**src/rtl/scene_recovery_pkg.sv**
```systemverilog
// rtl/scene_recovery_pkg.sv - shared defaults, derived widths and clamp helpers for scene recovery
package scene_recovery_pkg;

  localparam int PIX_W_DEF  = 8;
  localparam int NCH_DEF    = 3;
  localparam int INT_W_DEF  = 2;
  localparam int FRAC_W_DEF = 10;
  localparam int CNT_W_DEF  = 16;

  function automatic int calc_diff_w(input int pix_w);
    return pix_w + 1;
  endfunction

  function automatic int calc_prod_w(input int pix_w, input int int_w, input int frac_w);
    return pix_w + int_w + frac_w + 2;
  endfunction

  // One bit wider than the rounded product so A + scaled can never wrap.
  function automatic int calc_sum_w(input int pix_w, input int int_w);
    return pix_w + int_w + 3;
  endfunction

  localparam int DIFF_W = calc_diff_w(PIX_W_DEF);
  localparam int PROD_W = calc_prod_w(PIX_W_DEF, INT_W_DEF, FRAC_W_DEF);
  localparam int SUM_W  = calc_sum_w(PIX_W_DEF, INT_W_DEF);

  function automatic logic [31:0] clamp_pix(input logic signed [31:0] v, input int pix_w);
    logic signed [31:0] hi;
    hi = (32'sd1 <<< pix_w) - 32'sd1;
    if (v < 0) clamp_pix = '0;
    else if (v > hi) clamp_pix = hi;
    else clamp_pix = v;
  endfunction

  function automatic logic is_clamped(input logic signed [31:0] v, input int pix_w);
    logic signed [31:0] hi;
    hi = (32'sd1 <<< pix_w) - 32'sd1;
    return (v < 0) || (v > hi);
  endfunction

endpackage

```
**src/rtl/srsc_channel_mac.sv**
```systemverilog
// rtl/srsc_channel_mac.sv - one colour channel: difference, multiply by 1/t, round, add A, clamp
module srsc_channel_mac
  import scene_recovery_pkg::*;
#(
  parameter int PIX_W  = PIX_W_DEF,
  parameter int INT_W  = INT_W_DEF,
  parameter int FRAC_W = FRAC_W_DEF
) (
  input  logic                    clk,
  input  logic                    rst,
  input  logic                    en,
  input  logic [PIX_W-1:0]        pix_i,
  input  logic [PIX_W-1:0]        atm_i,
  input  logic [INT_W+FRAC_W-1:0] inv_t_i,
  output logic [PIX_W-1:0]        pix_o,
  output logic                    clamp_o
);

  localparam int T_W    = INT_W + FRAC_W;
  localparam int DW     = calc_diff_w(PIX_W);
  localparam int PW     = calc_prod_w(PIX_W, INT_W, FRAC_W);
  localparam int SCL_W  = PW - FRAC_W;
  localparam int SW     = calc_sum_w(PIX_W, INT_W);
  localparam logic signed [PW-1:0] HALF = PW'(1 << (FRAC_W - 1));

  logic signed [DW-1:0]    diff_q, diff_d;
  logic [PIX_W-1:0]        atm1_q, atm2_q;
  logic [T_W-1:0]          inv_t_q;
  logic signed [PW-1:0]    prod_q, prod_d, rnd;
  logic signed [SCL_W-1:0] scaled;
  logic signed [SW-1:0]    sum;
  logic [PIX_W-1:0]        pix_q, pix_d;

  always_comb begin
    diff_d  = $signed({1'b0, pix_i}) - $signed({1'b0, atm_i});
    prod_d  = PW'(diff_q) * PW'($signed({1'b0, inv_t_q}));
    // Adding one half before the arithmetic shift rounds ties toward +inf.
    rnd     = prod_q + HALF;
    scaled  = SCL_W'(rnd >>> FRAC_W);
    sum     = SW'($signed({1'b0, atm2_q})) + SW'(scaled);
    pix_d   = PIX_W'(clamp_pix(32'(sum), PIX_W));
    clamp_o = is_clamped(32'(sum), PIX_W);
  end

  always_ff @(posedge clk) begin
    if (rst) begin
      diff_q  <= '0;
      atm1_q  <= '0;
      inv_t_q <= '0;
      prod_q  <= '0;
      atm2_q  <= '0;
      pix_q   <= '0;
    end else if (en) begin
      diff_q  <= diff_d;
      atm1_q  <= atm_i;
      inv_t_q <= inv_t_i;
      prod_q  <= prod_d;
      atm2_q  <= atm1_q;
      pix_q   <= pix_d;
    end
  end

  assign pix_o = pix_q;

endmodule

```
**src/rtl/scene_recovery_mul.sv**
```systemverilog
// rtl/scene_recovery_mul.sv - 3-stage dehaze radiance recovery with global stall and per-frame clamp count
module scene_recovery_mul
  import scene_recovery_pkg::*;
#(
  parameter int PIX_W  = PIX_W_DEF,
  parameter int NCH    = NCH_DEF,
  parameter int INT_W  = INT_W_DEF,
  parameter int FRAC_W = FRAC_W_DEF,
  parameter int CNT_W  = CNT_W_DEF
) (
  input  logic                    clk,
  input  logic                    rst,
  input  logic                    in_valid,
  output logic                    in_ready,
  input  logic                    in_sof,
  input  logic [NCH*PIX_W-1:0]    in_pix,
  input  logic [NCH*PIX_W-1:0]    in_atm,
  input  logic [INT_W+FRAC_W-1:0] in_inv_t,
  output logic                    out_valid,
  input  logic                    out_ready,
  output logic                    out_sof,
  output logic [NCH*PIX_W-1:0]    out_pix,
  output logic [CNT_W-1:0]        sat_count
);

  localparam int NC_W = $clog2(NCH + 1);

  logic             en;
  logic             v1_q, v2_q, v3_q;
  logic             sof1_q, sof2_q, sof3_q;
  logic [NCH-1:0]   clamp;
  logic [NC_W-1:0]  nclamp_d, nclamp_q;
  logic [CNT_W-1:0] sat_q, sat_d;
  logic [CNT_W:0]   acc;

  assign en       = !v3_q || out_ready;
  assign in_ready = en;

  for (genvar k = 0; k < NCH; k++) begin : g_ch
    srsc_channel_mac #(
      .PIX_W  (PIX_W),
      .INT_W  (INT_W),
      .FRAC_W (FRAC_W)
    ) u_mac (
      .clk     (clk),
      .rst     (rst),
      .en      (en),
      .pix_i   (in_pix[k*PIX_W +: PIX_W]),
      .atm_i   (in_atm[k*PIX_W +: PIX_W]),
      .inv_t_i (in_inv_t),
      .pix_o   (out_pix[k*PIX_W +: PIX_W]),
      .clamp_o (clamp[k])
    );
  end

  always_comb begin
    nclamp_d = '0;
    for (int k = 0; k < NCH; k++) nclamp_d = nclamp_d + NC_W'(clamp[k]);
  end

  // Count follows the delivered beat: an sof beat restarts the frame total.
  always_comb begin
    acc   = (CNT_W + 1)'(sat_q) + (CNT_W + 1)'(nclamp_q);
    sat_d = sat_q;
    if (v3_q && out_ready) begin
      if (sof3_q) sat_d = CNT_W'(nclamp_q);
      else if (acc[CNT_W]) sat_d = '1;
      else sat_d = acc[CNT_W-1:0];
    end
  end

  always_ff @(posedge clk) begin
    if (rst) begin
      v1_q     <= 1'b0;
      v2_q     <= 1'b0;
      v3_q     <= 1'b0;
      sof1_q   <= 1'b0;
      sof2_q   <= 1'b0;
      sof3_q   <= 1'b0;
      nclamp_q <= '0;
      sat_q    <= '0;
    end else begin
      sat_q <= sat_d;
      if (en) begin
        v1_q     <= in_valid;
        sof1_q   <= in_valid && in_sof;
        v2_q     <= v1_q;
        sof2_q   <= sof1_q;
        v3_q     <= v2_q;
        sof3_q   <= sof2_q;
        nclamp_q <= nclamp_d;
      end
    end
  end

  assign out_valid = v3_q;
  assign out_sof   = sof3_q;
  assign sat_count = sat_q;

endmodule

```
**config.mk**
```make
export PLATFORM = sky130hd
export DESIGN_NAME = scene_recovery_mul
export DESIGN_NICKNAME = d
export VERILOG_FILES = /design/src/rtl/scene_recovery_pkg.sv /design/src/rtl/srsc_channel_mac.sv /design/src/rtl/scene_recovery_mul.sv
export SDC_FILE = /design/constraint.sdc
export NUM_CORES = 1
export LEC_CHECK = 0
export BUFFER_PORTS_ARGS = -buffer_cell sky130_fd_sc_hd__buf_2
export CORE_MARGIN = 4
export CORE_UTILIZATION = 60
export DETAILED_ROUTE_END_ITERATION = 6
export PLACE_DENSITY = 0.85
export REMOVE_ABC_BUFFERS = 1
export SLEW_MARGIN = 40
export SYNTH_ARGS = -nofsm -noshare
export SYNTH_HDL_FRONTEND = slang
export SYNTH_SLANG_ARGS = --single-unit
```
**constraint.sdc**
```tcl
create_clock -name clk -period 6.78 [get_ports clk]
set_input_delay 0.339 -clock clk [delete_from_list [all_inputs] [get_ports clk]]
set_output_delay 0.339 -clock clk [all_outputs]
set_load 0.1 [all_outputs]
```
==> results.yml, run 1 <==
clock_network:
  clock_sinks: 174
  clk_pin_slew_ns: 0.07
  cts_buffers: 17
  cts_setup_buffers: 0
  max-clock-path-buffers: 2
  clk_latency_ns: 0.47
  htree_levels: 4
  hold_buffers: 0
  cts_tree: "yes"
  cts_root_buf: "clkbuf_16"
  cts_resized: 0
setup_path:
  endpoint_kind: "register"
  r2r_slack_ns: 0.99
  crit_fanout: 15
  start_kind: "register"
  reg2reg_from: "g_ch[0].u_mac.inv_t_q[2]"
  cp_cell_sequence: "buf_4 -> and2_1 -> fa_1 -> fa_1 -> fa_1 -> fa_1 -> fa_1 -> ha_1 -> nand4bb_1 -> or4_1 -> a21oi_1 -> a21oi_1 -> o211ai_2 -> a21oi_1 -> xnor2_1 -> a22o_1"
  cp_slowest_cell: "fa_1"
  critPathRequiredTime_ns: 7.14
  arrival_ns: 6.15
  ff2ff_path_depth: 16
  r2r_end: "g_ch[0].u_mac.prod_q[20]"
  path_class: "register to register"
  crit_top_cell: "fa_1"
  cpPeakStageDelay_ns: 0.58
synth:
  yosys_warnings: 0
  synth_largest_area_cell: "fa_1"
  synth_top_area_share_pct: 23.01
  ys_async_sr_fraction_pct: 0
  synth.cell_area_um2: 18960
  ys_seq_area_share_pct: 18.37
  synthFlopType: "dfxtp_1"
  yosys-top-cells-count: "381 x nand2_1, 258 x inv_1, 223 x ha_1"
  ys_seq_elements: 174
  netlist-cell-type-count: 63
  yosys.cell_count.top_type: "nand2_1"
  avgSynthCellArea_um2: 8.459
  netlist_instances: 2242
  ys_top_cells_by_area: "fa_1 23%, dfxtp_1 18%, ha_1 15%"
  synth_edf_count: 0
detailed_routing:
  wl_mm: 43.73
  viasPerCell: 5.825
  vias: 15610
  avgRoutedWirePerCell_um: 16.32
  drtPass1Iterations: 7
  drcViolationCount: 1
  ant_nets: 0
  first_iter_violations: 954
worst_hold_path:
  hold_end: "g_ch[0].u_mac.inv_t_q[2]"
  min_path_cells: 3
  hold_start: "in_inv_t[2]"
  min_path_type: "input pin to register"
global_route:
  grt_pass1_vias: 16120
  grt_start_max_net_pins: 75
  grt.busiest_layer: "met2"
  use_met3_pct: 5.042
  grt_pass1_wl_mm: 74.49
  grt_usage_pct: 26.19
  use_met1_pct: 33.02
  grtUsageMet2_pct: 44.89
  overflow: 0
  antenna_found_initial: 1
cells_and_area:
  final_util_pct: 65.84
  drive_gt1_share_pct: 7.972
  layout.nets: 2776
  area_delta_synth_final_pct: 7.303
sta:
  relSlewSlack_pct: 46.29
  finalMaxSlewViolations: 0
  finalHoldViolCount: 0
  finalCritPeriodShare_pct: 85.43
  fmax_mhz: 172.7
  fin_ws_ns: 0.9881
  fin_crit_ns: 5.792
  skew_ns: 0.01201
  setup_viol_count_final: 0
  worstMarginPinSlew_ns: 0.8057
  rsz0062_at_grt: "false"
placed_design:
  place.gp.congestion: 0.8653
  dp_hpwl_mm: 33.13
  place_ws_ns: 0.8596
  place.port_buffers: 107
die:
  dieWidth_um: 185.8
  core_um2: 30910
  pin_count: 108
  die-area_um2: 34520
  die_h_um: 185.8
  start_util_pct: 61.35
  row_count: 64
job:
  drv_cap: 0
pwr:
  power_leakage_uw: 0.01040
  p_per_area_nw_per_um2: 226.7
  ir_drop_v: 0.0002013
run_status:
  status: "finished, violations left"
  violations: "DRC"
kinds of logic after synthesis:
family / share of synthesized area, %
and+or+nand+nor: 19.56
AOI/OAI and AO/OA: 12.67
adders and majority gates: 37.73
DFF: 18.37
muxes: 0.1583
buffers and inverters: 7.501
xor gates and xnor gates: 4.018
power breakdown:
group / internal (µW) / total [µW] / switching, µW
Sequential: 1180 / 1420 / 235
Clock: 499 / 983 / 484
Combinational: 875 / 2210 / 1340
per-stage QoR:
stage | setup TNS (ns) | power, µW | std cells | hold slack (ns) | cell area (µm²)
6_report | 0 | 4612 | 2680 | 0.1187 | 20350
5_1_grt | 0 | 4964 | 2680 | 0.1222 | 20350
3_3_place_gp | 0 | 3511 | 2645 | 0.4375 | 19710
3_5_place_dp | 0 | 3621 | 2647 | 0.4443 | 19760
4_1_cts | 0 | 4628 | 2679 | 0.1058 | 20340
2_1_floorplan | -515.37 | 3079 | 2122 | 0.4081 | 18510
per-layer routing:
| layer | up-vias | routed length (µm) |
|---|---|---|
| met4 | 0 | 1307 |
| met3 | 129 | 3175 |
| met1 | 7552 | 17810 |
| li1 | 7361 | - |
| met5 | - | 0 |
| met2 | 568 | 21440 |
cells in the final DEF, fill, tap and decap left out, types with 18 or more instances in the layout:
| master | synthesis | final |
|---|---|---|
| nor2b_1 | 33 | 32 |
| nand2b_1 | 22 | 22 |
| nand2_1 | 381 | 381 |
| o21ai_0 | 38 | 38 |
| a31oi_1 | 19 | 19 |
| and2_1 | 148 | 148 |
| inv_1 | 258 | 257 |
| dfxtp_1 | 174 | 171 |
| nand3_1 | 27 | 27 |
| nor2_1 | 81 | 80 |
| a21o_1 | 31 | 31 |
| fa_1 | 218 | 218 |
| buf_4 | 0 | 21 |
| xor2_1 | 34 | 34 |
| a21oi_1 | 174 | 174 |
| a211oi_1 | 18 | 18 |
| xnor2_1 | 53 | 53 |
| buf_2 | 3 | 106 |
| ha_1 | 223 | 223 |
| a22o_1 | 20 | 20 |
| nor3_1 | 29 | 29 |
worst max-delay path by stage:
stage,from,to,slack [ns],cells after the start
6_report,g_ch[0].u_mac.inv_t_q[2],g_ch[0].u_mac.prod_q[20],0.99,16
3_5_place_dp,g_ch[0].u_mac.inv_t_q[6],g_ch[0].u_mac.prod_q[21],0.86,16
3_3_place_gp,g_ch[0].u_mac.inv_t_q[7],g_ch[1].u_mac.prod_q[20],1.00,18
5_1_grt,g_ch[0].u_mac.inv_t_q[5],g_ch[2].u_mac.prod_q[21],0.72,19
4_1_cts,g_ch[0].u_mac.inv_t_q[6],g_ch[0].u_mac.prod_q[20],0.83,16
2_1_floorplan,out_valid,g_ch[0].u_mac.pix_o[0],-5.09,5
flip-flops by register name, summed over array words and instances, names as in the netlist, 2 cells and up:
signal              count
sat_count              16
g_ch.u_mac.inv_t_q     12
nclamp_q                2
g_ch.u_mac.prod_q      39
g_ch.u_mac.atm1_q      24
g_ch.u_mac.atm2_q      24
g_ch.u_mac.diff_q      27
g_ch.u_mac.pix_o       24
critical path: cells and delay by family (launching register included):
| kind | cells | cell delay (ns) |
|---|---|---|
| adder cells (fa/ha/maj) | 6 | 2.84 |
| flip-flops | 1 | 0.50 |
| AND/OR/NAND/NOR | 3 | 0.87 |
| AO/OA/AOI/OAI | 5 | 1.01 |
| XOR/XNOR | 1 | 0.13 |
| buffers and inverters | 1 | 0.31 |
final cells by class:
cell class | instances | area (µm²)
Tap cell | 396 | 495.5
Fill cell | 2434 | 10560
Clock inverter | 14 | 150.1
Inverter | 258 | 970.9
Antenna cell | 1 | 2.502
Multi-Input combinational cell | 1690 | 14070
Sequential cell | 174 | 3487
Timing Repair Buffer | 129 | 730.7
Clock buffer | 18 | 439.2
No activity file was read; power rests on OpenSTA's default activity.
==> run 2: changes to the inputs <==
--- a/config.mk
+++ b/config.mk
@@ -9,9 +9,10 @@
 export CORE_MARGIN = 4
 export CORE_UTILIZATION = 60
 export DETAILED_ROUTE_END_ITERATION = 6
-export PLACE_DENSITY = 0.85
+export PLACE_DENSITY = 0.84
 export REMOVE_ABC_BUFFERS = 1
 export SLEW_MARGIN = 40
 export SYNTH_ARGS = -nofsm -noshare
 export SYNTH_HDL_FRONTEND = slang
+export SYNTH_HIERARCHICAL = 1
 export SYNTH_SLANG_ARGS = --single-unit
==> results.yml, run 2 <==
synth:
  yosys.cell_count.top_type: "inv_1"
  ys_top_cells_by_area: "fa_1 21%, dfxtp_1 19%, ha_1 13%"
  yosys_warnings: 6
  yosys-top-cells-count: "258 x inv_1, 238 x nand2_1, 221 x ha_1"
  synthFlopType: "dfxtp_1"
  synth.cell_area_um2: 20640
  avgSynthCellArea_um2: 8.886
  synth_edf_count: 0
  ys_async_sr_fraction_pct: 0
  ys_seq_elements: 198
  synth_top_area_share_pct: 21.14
  synth_largest_area_cell: "fa_1"
  ys_seq_area_share_pct: 19.20
  netlist-cell-type-count: 99
  netlist_instances: 2323
setup_path:
  endpoint_kind: "register"
  crit_fanout: 12
  critPathRequiredTime_ns: 7.13
  start_kind: "register"
  path_class: "register to register"
  arrival_ns: 6.05
  r2r_slack_ns: 1.09
  ff2ff_path_depth: 17
sta:
  skew_ns: 0.01272
  setup_viol_count_final: 0
  finalMaxSlewViolations: 0
  finalHoldViolCount: 0
  setup_tns_ns: 0
  relSlewSlack_pct: 45.23
  rsz0062_at_grt: "false"
  fin_crit_ns: 5.694
  finalCritPeriodShare_pct: 83.98
  worstMarginPinSlew_ns: 0.8216
  fin_ws_ns: 1.086
  fmax_mhz: 175.6
die:
  dieWidth_um: 193.5
  die-area_um2: 37430
  pin_count: 108
  row_count: 67
  core_um2: 33700
  start_util_pct: 61.25
  die_h_um: 193.5
placed_design:
  place_ws_ns: 1.171
  dp_hpwl_mm: 36.87
  dp.cells: 2771
  place.port_buffers: 107
  place.gp.congestion: 0.9303
detailed_routing:
  wl_mm: 48.74
  first_iter_violations: 1252
  drcViolationCount: 0
  vias: 16710
  drtPass1Iterations: 6
  avgRoutedWirePerCell_um: 17.39
  ant_nets: 0
  viasPerCell: 5.962
global_route:
  overflow: 0
  grt_usage_pct: 25.87
  grt_start_max_net_pins: 85
  grt_pass1_vias: 17160
  grt_pass1_wl_mm: 82.22
  antenna_found_initial: 2
clock_network:
  cts_root_buf: "clkbuf_16"
  htree_levels: 4
  max-clock-path-buffers: 2
  cts_setup_buffers: 0
  cts_buffers: 17
  hold_buffers: 0
  clock_sinks: 198
  cts_tree: "yes"
  cts_resized: 0
  clk_latency_ns: 0.47
  clk_pin_slew_ns: 0.08
worst_hold_path:
  min_path_cells: 3
  min_path_type: "input pin to register"
cells_and_area:
  top_regs: "g_ch.u_mac/prod_q (39), g_ch.u_mac/inv_t_q (36), g_ch.u_mac/diff_q (27)"
  layout.nets: 2846
  area_delta_synth_final_pct: 6.322
  largest_register_ffs: 39
  layout_commonest_cell: "inv_1"
  multiInputGateArea_um2: 15250
  diodes: 0
  instances_no_fill: 2803
  n_fill_cell: 2712
  largest_register: "g_ch.u_mac/prod_q"
  final_util_pct: 65.12
  register_area_um2: 3964
  mostFrequentLayoutCells: "258 x inv_1, 238 x nand2_1, 221 x ha_1, 218 x fa_1, 198 x dfxtp_1"
  drive_gt1_share_pct: 8.408
pwr:
  p_per_area_nw_per_um2: 231.0
  power_leakage_uw: 0.01130
  ir_drop_v: 0.0002547
job:
  drv_cap: 0
run_status:
  status: "completed"
run 2: report_power, final:
part,internal (µW),switching [µW],leakage (µW)
Sequential,1330,260,0.00164
Clock,499,530,0.000286
Combinational,961,1490,0.00937
run 2: worst paths after layout:
kind                                              start                  endpoint
worst max register to register  g_ch[2].u_mac/diff_q[0]  g_ch[2].u_mac/prod_q[21]
worst min register to register   g_ch[2].u_mac/pix_o[5]    g_ch[2].u_mac/pix_o[5]
worst min-delay path                          in_atm[2]   g_ch[0].u_mac/atm1_q[2]
worst max-delay path            g_ch[2].u_mac/diff_q[0]  g_ch[2].u_mac/prod_q[21]
run 2: per-layer routing:
layer	track usage, %	share of wire, %	wire, µm	vias to the layer above
li1	-	-	-	7794
met1	33.03	42	20390	8232
met2	45.74	51	24640	588
met3	3.931	5.5	2659	94
met4	7.396	2.1	1026	4
met5	0	0.055	27	-
run 2: kinds of logic after synthesis:
kind of cell,synth area share (%)
AND/OR/NAND/NOR,19.42
adder cells (fa/ha/maj),34.54
buffers and inverters,6.922
AO/OA/AOI/OAI,11.61
flip-flops,19.20
multiplexers,5.207
XOR/XNOR,3.098
run 2: worst max-delay path, cell delays in order, from the launching register on:
cell	delay, ns
dfxtp_1	0.58
nand2_1	0.15
fa_1	0.55
inv_1	0.05
fa_1	0.50
inv_1	0.06
fa_1	0.52
inv_1	0.05
fa_1	0.39
fa_1	0.47
ha_1	0.32
nand3_1	0.08
or4_4	0.46
a211oi_1	0.35
nor3b_1	0.10
o32ai_2	0.26
mux2_2	0.37
a311o_1	0.31
run 2: cell type report:
class / count / area share (%)
clock buffer: 19 / 2.018
timing repair buffer: 115 / 2.742
sequential: 198 / 18.06
clock inverter: 13 / 0.6328
inverter: 260 / 4.481
tap: 448 / 2.554
multi-input combinational: 1750 / 69.51
run 2: metrics by stage:
step / hold WS, ns / total power [µW] / instance area, µm²
after floorplan: 0.4052 / 3414 / 20190
after global placement: 0.4399 / 3923 / 21360
after detailed placement: 0.4444 / 4011 / 21360
after CTS: 0.1141 / 5064 / 21940
after global routing: 0.1381 / 5447 / 21950
final: 0.1197 / 5069 / 21950
